**config.mk**
```make
export PLATFORM = sky130hd
export DESIGN_NAME = fast_field_decoder
export DESIGN_NICKNAME = d
export VERILOG_FILES = /design/src/rtl/fast_field_decoder.sv
export SDC_FILE = /design/constraint.sdc
export NUM_CORES = 1
export LEC_CHECK = 0
export CORE_MARGIN = 2
export CORE_UTILIZATION = 40
export DETAILED_ROUTE_END_ITERATION = 8
export GPL_TIMING_DRIVEN = 0
export PLACE_DENSITY = 0.71
export SKIP_CTS_REPAIR_TIMING = 1
export SLEW_MARGIN = 30
export SYNTH_ARGS = -nofsm -noshare
export SYNTH_HDL_FRONTEND = slang
export SYNTH_SLANG_ARGS = --single-unit
```
**constraint.sdc**
```tcl
create_clock -name clk -period 4.5 [get_ports clk]
set_clock_uncertainty 0.05 [all_clocks]
set_input_delay 0.9 -clock clk [delete_from_list [all_inputs] [get_ports clk]]
set_output_delay 0.9 -clock clk [all_outputs]
set_load 0.03 [all_outputs]
```
**src/rtl/fast_field_decoder.sv**
```systemverilog
// fast_field_decoder: decodes a stream of stop-bit terminated integer fields
// (bit 7 = stop, bits 6:0 = payload, most-significant group first) carried
// in byte-packed beats. One beat is accepted per IDLE visit, and its bytes
// are then consumed one per cycle in SCAN. A field may span any number of
// beats.
//
// Optional feature macro: FAST_DEC_OVF_EN. When defined, overflow detection
// is built in. Overflow is flagged when a nonzero bit shifts out of acc[63],
// or when the length exceeds MAX_BYTES. An overflowed field reports an
// all-ones value. When the macro is undefined, the decoder returns the low
// 64 bits of the accumulation and field_overflow is tied to 0.
//
// Ports:
//   clk, rst_n      clock and asynchronous active-low reset
//   din             beat data; byte k is din[8k+7:8k], and byte 0 is first
//   din_bytes       number of valid bytes in the beat, counted from byte 0
//   din_valid/ready beat handshake (ready is high exactly in IDLE)
//   field_value     decoded value
//   field_len       encoded byte count of the field, saturating at 15
//   field_overflow  field exceeded 64 bits or MAX_BYTES
//   field_valid/ready field handshake
module fast_field_decoder #(
   parameter int unsigned BEAT_W    = 64,
   parameter int unsigned MAX_BYTES = 10
) (
   input  logic              clk,
   input  logic              rst_n,
   input  logic [BEAT_W-1:0] din,
   input  logic [3:0]        din_bytes,
   input  logic              din_valid,
   output logic              din_ready,
   output logic [63:0]       field_value,
   output logic [3:0]        field_len,
   output logic              field_overflow,
   output logic              field_valid,
   input  logic              field_ready
);

   localparam int unsigned NB  = BEAT_W / 8;
   localparam int unsigned CAP = (NB < 8) ? NB : 8;
`ifdef FAST_DEC_OVF_EN
   localparam int unsigned ACC_W = 64;
`else
   // Bits above 56 are never observed once shifted, so they are not stored.
   localparam int unsigned ACC_W = 57;
`endif

   // Elaboration-time parameter sanity check.
   if ((BEAT_W % 8) != 0 || BEAT_W == 0 || MAX_BYTES == 0) begin : g_param_chk
      $error("fast_field_decoder: BEAT_W must be a nonzero multiple of 8 and MAX_BYTES nonzero");
   end

   typedef enum logic {IDLE = 1'b0, SCAN = 1'b1} state_t;

   state_t             r_state;
   state_t             w_state_nxt;
   logic [BEAT_W-1:0]  r_buf;
   logic [3:0]         r_byte_cnt;
   logic [3:0]         r_idx;
   logic [ACC_W-1:0]   r_acc;
   logic [3:0]         r_len;

   logic               w_accept;
   logic               w_consume;
   logic               w_last;
   logic [3:0]         w_cnt;
   logic [7:0]         w_byte;
   logic [63:0]        w_acc_nxt;
   logic [3:0]         w_len_nxt;

   // Clamp the byte count to what the beat can actually hold.
   assign w_cnt     = (din_bytes > 4'(CAP)) ? 4'(CAP) : din_bytes;
   // The buffer shifts down as bytes are consumed, so the current byte is always at the bottom.
   assign w_byte    = r_buf[7:0];
   assign w_last    = (r_idx == (r_byte_cnt - 4'd1));
   assign w_acc_nxt = {r_acc[56:0], w_byte[6:0]};
   assign w_len_nxt = (r_len == 4'hF) ? r_len : (r_len + 4'd1);

`ifdef FAST_DEC_OVF_EN
   logic r_ovf;
   logic w_ovf_nxt;
   // Sticky overflow: bits lost off the top, or too many bytes.
   assign w_ovf_nxt = r_ovf | (|r_acc[63:57]) | (32'(w_len_nxt) > MAX_BYTES);
`else
   assign field_overflow = 1'b0;
`endif

   // State register.
   always_ff @(posedge clk or negedge rst_n) begin
      if (!rst_n) r_state <= IDLE;
      else        r_state <= w_state_nxt;
   end

   // Next state, handshake and byte-consume strobes.
   always_comb begin
      w_state_nxt = r_state;
      din_ready   = 1'b0;
      w_accept    = 1'b0;
      w_consume   = 1'b0;
      case (r_state)
         IDLE: begin
            din_ready = 1'b1;
            if (din_valid) begin
               w_accept = 1'b1;
               if (din_bytes != 4'd0) w_state_nxt = SCAN;
            end
         end
         SCAN: begin
            // A byte may only advance when the output slot is free or draining.
            w_consume = !field_valid || field_ready;
            if (w_consume && w_last) w_state_nxt = IDLE;
         end
         default: w_state_nxt = IDLE;
      endcase
   end

   // Beat buffer, accumulator and field output registers.
   always_ff @(posedge clk or negedge rst_n) begin
      if (!rst_n) begin
         r_buf       <= '0;
         r_byte_cnt  <= '0;
         r_idx       <= '0;
         r_acc       <= '0;
         r_len       <= '0;
         field_value <= '0;
         field_len   <= '0;
         field_valid <= 1'b0;
`ifdef FAST_DEC_OVF_EN
         r_ovf          <= 1'b0;
         field_overflow <= 1'b0;
`endif
      end else begin
         if (w_accept && din_bytes != 4'd0) begin
            r_buf      <= din;
            r_byte_cnt <= w_cnt;
            r_idx      <= '0;
         end
         if (w_consume) begin
            r_buf <= r_buf >> 8;
            r_idx <= r_idx + 4'd1;
            if (w_byte[7]) begin
               // Stop byte: publish the finished field and start a fresh one.
               field_len   <= w_len_nxt;
               field_valid <= 1'b1;
               r_acc       <= '0;
               r_len       <= '0;
`ifdef FAST_DEC_OVF_EN
               field_value    <= w_ovf_nxt ? '1 : w_acc_nxt;
               field_overflow <= w_ovf_nxt;
               r_ovf          <= 1'b0;
`else
               field_value    <= w_acc_nxt;
`endif
            end else begin
               r_acc <= ACC_W'(w_acc_nxt);
               r_len <= w_len_nxt;
`ifdef FAST_DEC_OVF_EN
               r_ovf <= w_ovf_nxt;
`endif
               if (field_ready) field_valid <= 1'b0;
            end
         end else if (field_valid && field_ready) begin
            field_valid <= 1'b0;
         end
      end
   end

endmodule

```
## Word-level counts from Yosys, hierarchy flattened

Index checks and enable logic that the tools add are counted.

- Add/subtract/negate cells: 3
- Order comparisons: 1
- Equal/unequal tests: 3
- Muxes and demuxes: 20
- Bitwise logic cells: 1
- Reduce and logical (&&, ||, !) cells: 10

Operators with widths:

| operator | number |
|---|---|
| 64-bit 2-to-1 mux | 2 |
| 57-bit 2-to-1 mux | 1 |
| 4-bit 2-to-1 mux | 5 |
| 1-bit 2-to-1 mux | 11 |
| 4-bit by 1-bit adder with 4-bit output, second input constant | 2 |
| 4-bit equality test | 1 |
| 4-bit equality test, second input constant | 1 |
| 4-bit > comparator, second input constant | 1 |
| 2-bit AND reduction | 2 |
| 2-bit nonzero test | 2 |
| 4-bit nonzero test | 1 |
| 4-bit by 1-bit subtractor with 4-bit output, second input constant | 1 |
| 1-bit logical AND | 3 |
| 3-bit != test, second input constant | 1 |
| 1-bit one-hot mux with 2 select lines | 1 |
| 1-bit logical NOT | 1 |
| 1-bit logical OR | 1 |
| 1-bit inverter | 1 |

- Register bits after elaboration: 203
- Input port bits: 72
- Word-level logic and storage cells: 47

## Longest topological paths before layout

Gate-level depths: netlist of run 1.

- Depth after elaboration: 5
- Depth in mapped cells: 7
- Gate-level depth less buffers: 6

## Least setup slack after synthesis of run 1

OpenSTA, ideal clock, no wires.

- Path kind: input port to flip-flop
- From: input din_bytes[2]
- To: register r_buf[53]
- Library setup time: 141 ps
- Arrival: 1993 ps
- Required time: 4309 ps
- Slack: 2316 ps
- Stages: 6
- Path buffers: 2
- Cell sequence: or4_4 and3_4 buf_6 buf_6 nand2_1 a31oi_1

- Cells in the longest elaborated chain, start to end: 3

Ends and longest elaborated chain:

| item | RTL line | text |
|---|---|---|
| from (decl) | 29 | `input logic [3:0] din_bytes,` |
| 4-bit nonzero test | 133 | `if (w_accept && din_bytes != 4'd0) begin` |
| 1-bit logical AND | 133 |  |
| 2-bit nonzero test (no line) | - |  |
| to (signal assigned) | 134 | `r_buf <= din;` |
| to (signal assigned) | 139 | `r_buf <= r_buf >> 8;` |
| to (decl) | 57 | `logic [BEAT_W-1:0] r_buf;` |

Every way passes these cells.
A chain may end at the register's enable or synchronous reset.

## Worst setup path in the final report of run 1

- From: register r_state
- To: output din_ready

- Cells in the longest elaborated chain, start to end: 1

Ends and longest elaborated chain:

| item | RTL line | text |
|---|---|---|
| from (decl) | 55 | `state_t r_state;` |
| from (signal assigned) | 91 | `else r_state <= w_state_nxt;` |
| 1-bit 2-to-1 mux | 100 | `case (r_state)` |
| to (decl) | 31 | `output logic din_ready,` |

Every way passes these cells.

==> results of run 1 <==
placed cells by master, fill, tap and decap left out, types with 4 or more instances in the layout:
master	instances
dfrtp_1	203
nand3b_1	59
buf_6	8
clkbuf_8	5
nor2_1	60
xnor2_1	5
clkbuf_1	23
mux2_2	65
clkbuf_16	22
inv_1	4
a31oi_1	57
buf_2	21
nand3_1	15
clkdlybuf4s50_1	140
nand2_1	258
buf_4	7
o21ai_0	7
cells by family (layout without fill, tap and decap cells):
kind of cell    count (synthesis)  count (layout)
other cells                     1               1
compound gates                 72              72
xor+xnor                        8               8
simple gates                  404             404
mux                            67              67
fa+ha+maj                       3               3
flops                         203             203
buf+inv                        62             244
metal layers:
layer	up-vias	track usage [%]	wire (um)
li1	3067	-	-
met1	2993	24.0	8840
met2	165	28.4	9070
met3	28	3.63	1060
met4	2	4.15	318
met5	-	0	13
final timing paths:
check	end	cells after the start
max	din_ready	2
min	r_acc[52]	1
max reg2reg	r_buf[50]	6
min reg2reg	r_acc[54]	2
max in group asynchronous	r_buf[24]	3
min in group clk	r_acc[54]	2
final cells by class:
type / instances / area, um2
Fill cell: 1881 / 9830
Sequential cell: 203 / 5080
Multi-Input combinational cell: 555 / 3110
Timing Repair Buffer: 143 / 1470
Clock buffer: 30 / 631
Tap cell: 275 / 344
Buffer: 58 / 330
Clock inverter: 9 / 148
Inverter: 4 / 15.0
state kept, by name, indices dropped and copies added, names as in the netlist:
name         cells
r_byte_cnt       4
field_value     64
r_len            4
r_state          1
r_idx            4
r_acc           57
field_len        4
field_valid      1
r_buf           64
per-stage QoR:
stage,area (um2),setup TNS (ns),total power [mW]
6_report,11100,0,7.12
5_1_grt,11100,0,7.56
4_1_cts,11100,0,7.19
3_5_place_dp,10400,0,5.29
3_3_place_gp,10300,-1201.75,5.21
2_1_floorplan,8540,0,4.39
worst max-delay path: stages, from the launching register on:
cell             delay, ns
dfrtp_1               0.44
inv_1                 0.19
clkdlybuf4s50_1       0.70
where the power goes:
group,internal (mW),switching (mW),leakage [nW],total [mW]
sequential,2.35,0.332,2.62,2.68
combinational,1.07,1.48,2.29,2.55
clock,1.16,0.726,0.375,1.89
==> flow_metrics.tcl, run 1 <==
set metrics [dict create \
    start_kind "flop" \
    grt_max_degree 76 \
    synth.ff_latch_count 203 \
    gp_congestion 0.838 \
    ir_drop_uv 330 \
    finalSetupViolCount 0 \
    fin_crit_ns 2.79 \
    power_leakage_nw 5.29 \
    drc 0 \
    path_clk_slew_ns 0.06 \
    finalHoldViolCount 0 \
    rsz0062_at_grt "no" \
    ant_nets 0 \
    clk_path_buf_depth 3 \
    synth_edf_count 0 \
    worstSkewPairLatency_ns 0.50 \
    synthSimpleGateAreaFrac_pct 21.1 \
    maxCapViolCount 0 \
    slew_headroom_pct 55.5 \
    synthCells 820 \
    synth_top_area_share_pct 59.5 \
    hold_path.class "in -> async" \
    synth_area_leader_cell "dfrtp_1" \
    synthTopCellsByArea "dfrtp_1 60%, nand2_1 11%, mux2_2 8.6%" \
    synth_xor_area_share_pct 0.821 \
    arrival_ns 1.84 \
    gr-total-overflow 0 \
    nets 1062 \
    antenna_found_initial 1 \
    drive_gt1_share_pct 14.7 \
    firstDrtPassIters 4 \
    fin_crit_sh_pct 61.9 \
    regToRegSetupSlack_ns 2.41 \
    hpwl_mm 14.1 \
    die_height_um 150 \
    initial_core_util_pct 40.7 \
    synthArstFlopShare_pct 100 \
    run_status "finished clean" \
    syn_to_final_growth_pct 30.4 \
    drv_slew 0 \
    grt_pass1_wl_mm 31.6 \
    yosysWarnings 0 \
    crit_path_end_kind "primary output" \
    wl_per_cell_um 15.1 \
    antenna_cells 0 \
    max_slew.worst_pin.slew_ns 0.667 \
    routed_via_density 4.90 \
    synth_compound_area_share_pct 5.22 \
    synth_cell_type_count 31 \
    p_per_area_nw_per_um2 640 \
    synth_ff_type "dfrtp_1" \
    syn-mean-instance-area_um2 10.4 \
    synth.most_common_cell "nand2_1" \
    cts_tree "done" \
    crit_fanout 6 \
    final_util_pct 53.1 \
    portBuffers 141 \
    track_usage_pct 17.4 \
    root_buffer "clkbuf_16" \
    cts_made_buffers 22 \
    fin_ws_ns 1.71 \
    die_x_um 150 \
    place_inst 1238 \
    ioPinCount 143 \
    muxShareOfSynthArea_pct 8.81 \
    design.core.area_um2 21000 \
    cts.sinks 203 \
    synth_area_um2 8540 \
    synth_top_family_by_area "simple AND/OR/NAND/NOR gates" \
    ys_top_cells_by_count "258 x nand2_1, 203 x dfrtp_1, 65 x mux2_2, 60 x nor2_1, 59 x nand3b_1" \
    synth_nets 895 \
    holdWs_ns 0.272 \
    instances_no_fill 1277 \
    wl_mm 19.3 \
    grt_pass1_vias 6229 \
    fmax_ghz 0.359 \
    die_area_um2 22500 \
    rows 53 \
    r2r_start "field_valid" \
    vias 6255 \
    htree_levels 1 \
    synth_adder_area_share_pct 0.440 \
    required_ns 3.55 \
    critPathKind "reg -> out" \
    ys_seq_area_share_pct 59.5 \
    drt_iter0_drc 365 \
    post-place-ws_ns 1.37 \
    startpoint "r_state" \
]
No activity file was read; power rests on OpenSTA's default activity.
==> run 2: changes to the inputs <==
- clock period: 4.5 -> 2.7 ns (I/O delays scaled with it)
==> run 2 against run 1 <==
- sequential share of layout area is essentially flat
- die area is the same
- critical endpoint unchanged
- global-route usage is the same
- worst setup slack lost 1.4 ns
- design area is essentially flat
- non-clock buffer count grew 1
- routed wire length shrank 0.17%
- first-iteration DRC count grew 3.0%
- register-to-register slack lost 1.8 ns
- worst hold slack gained 0.14 ns
- largest power group unchanged
==> flow_metrics.tcl, run 2 (synthesized netlist as in run 1, its figures left out) <==
set metrics [dict create \
    grt_pass1_vias 6229 \
    fin_crit_ns 2.42 \
    vias 6258 \
    maxCapViolCount 0 \
    rr_worst_depth 6 \
    top_layer_used "met5" \
    gr-total-overflow 0 \
    holdWs_ns 0.416 \
    wl_per_cell_um 15.1 \
    max_slew.worst_pin.slew_ns 0.672 \
    track_usage_pct 17.4 \
    nFillCells 1880 \
    cts_made_buffers 22 \
    hold_path.class "reg -> reg" \
    drt_iter0_drc 376 \
    initial_core_util_pct 40.7 \
    required_ns 2.11 \
    firstDrtPassIters 4 \
    worstSkewPairLatency_ns 0.50 \
    holdCritStartpoint "r_acc[54]" \
    hpwl_mm 14.1 \
    antenna_found_initial 1 \
    rr_endpoint "r_buf[50]" \
    syn_to_final_growth_pct 30.5 \
    wl_mm 19.3 \
    route.met3.wl_mm 1.11 \
    die_area_um2 22500 \
    crit_path_end_kind "primary output" \
    arrival_ns 1.83 \
    ant_nets 0 \
    critPathKind "reg -> out" \
    p_per_area_nw_per_um2 1060 \
    cts.sinks 203 \
    tns_ns 0 \
    ioPinCount 143 \
    startpoint "r_state" \
    drive_gt1_share_pct 14.7 \
    fin_crit_sh_pct 89.8 \
    final_util_pct 53.2 \
    regToRegSetupSlack_ns 0.61 \
    design.core.area_um2 21000 \
    finalHoldViolCount 0 \
    grt_pass1_wl_mm 31.6 \
    drc 0 \
    final_cell_mix "258 x nand2_1, 203 x dfrtp_1, 140 x clkdlybuf4s50_1, 65 x mux2_2, 60 x nor2_1" \
    gp_congestion 0.838 \
    finalSetupViolCount 0 \
    die_x_um 150 \
    reg_top3 "field_value x64, r_buf x64, r_acc x57" \
    drv_slew 0 \
    power_mw 11.9 \
    mostFrequentLayoutCell "nand2_1" \
    rsz0062_at_grt "no" \
    die_height_um 150 \
    rows 53 \
    ir_drop_uv 551 \
    clk_path_buf_depth 3 \
    crit_fanout 6 \
    r2r_start "field_valid" \
    cp-endpoint "din_ready" \
    htree_levels 1 \
    start_kind "flop" \
    grt_max_degree 76 \
    root_buffer "clkbuf_16" \
    path_clk_slew_ns 0.06 \
    antenna_cells 0 \
    fmax_ghz 0.412 \
    portBuffers 141 \
    nets 1063 \
    routed_via_density 4.90 \
    drt-met1-wl_mm 8.76 \
    slew_headroom_pct 55.2 \
    run_status "finished clean" \
    met2_length_mm 9.06 \
    power_leakage_nw 5.29 \
    cts_tree "done" \
]
[run 2: power by group]
part	total (mW)	leakage [nW]	switching [mW]	internal (mW)
registers	4.46	2.62	0.552	3.91
logic	4.26	2.29	2.46	1.79
clock network	3.14	0.375	1.21	1.93
total	11.9	5.29	4.22	7.64
[run 2: stage by stage]
| step | std cells | cell area (um2) | worst slack, ns |
|---|---|---|---|
| 2_1_floorplan | 820 | 8540 | 0.876 |
| 3_3_place_gp | 1236 | 10300 | -7.38 |
| 3_5_place_dp | 1238 | 10400 | -0.0730 |
| 4_1_cts | 1277 | 11100 | 0.244 |
| 5_1_grt | 1278 | 11100 | 0.213 |
| 6_report | 1278 | 11100 | 0.275 |
[run 2: final cells by class]
cell class	instances	area, um2	share of cell area (%)
sequential	203	5080	45.6
inverter	4	15.0	0.135
tap	275	344	3.09
clock buffer	30	631	5.66
timing repair buffer	144	1480	13.3
buffer	58	330	2.97
clock inverter	9	148	1.33
multi-input combinational	555	3110	27.9
[run 2: worst max-delay path: stages (launching register included)]
cell,delay [ns]
dfrtp_1,0.44
inv_1,0.19
clkdlybuf4s50_1,0.70
[run 2: worst min-delay path by stage]
stage               slack, ns  cells past startpoint           end
floorplan                0.19                      0  field_len[0]
detailed placement       0.41                      2     r_acc[54]
CTS                     -0.09                      1     r_acc[37]
finish                   0.42                      2     r_acc[54]
global route             0.46                      2     r_acc[56]
global placement         0.40                      2     r_acc[54]
[run 2: per-layer routing]
layer / up-vias / global-route usage (%)
met5: - / 0
met4: 2 / 4.15
met1: 2990 / 24.0
met2: 164 / 28.4
li1: 3072 / -
met3: 30 / 3.63
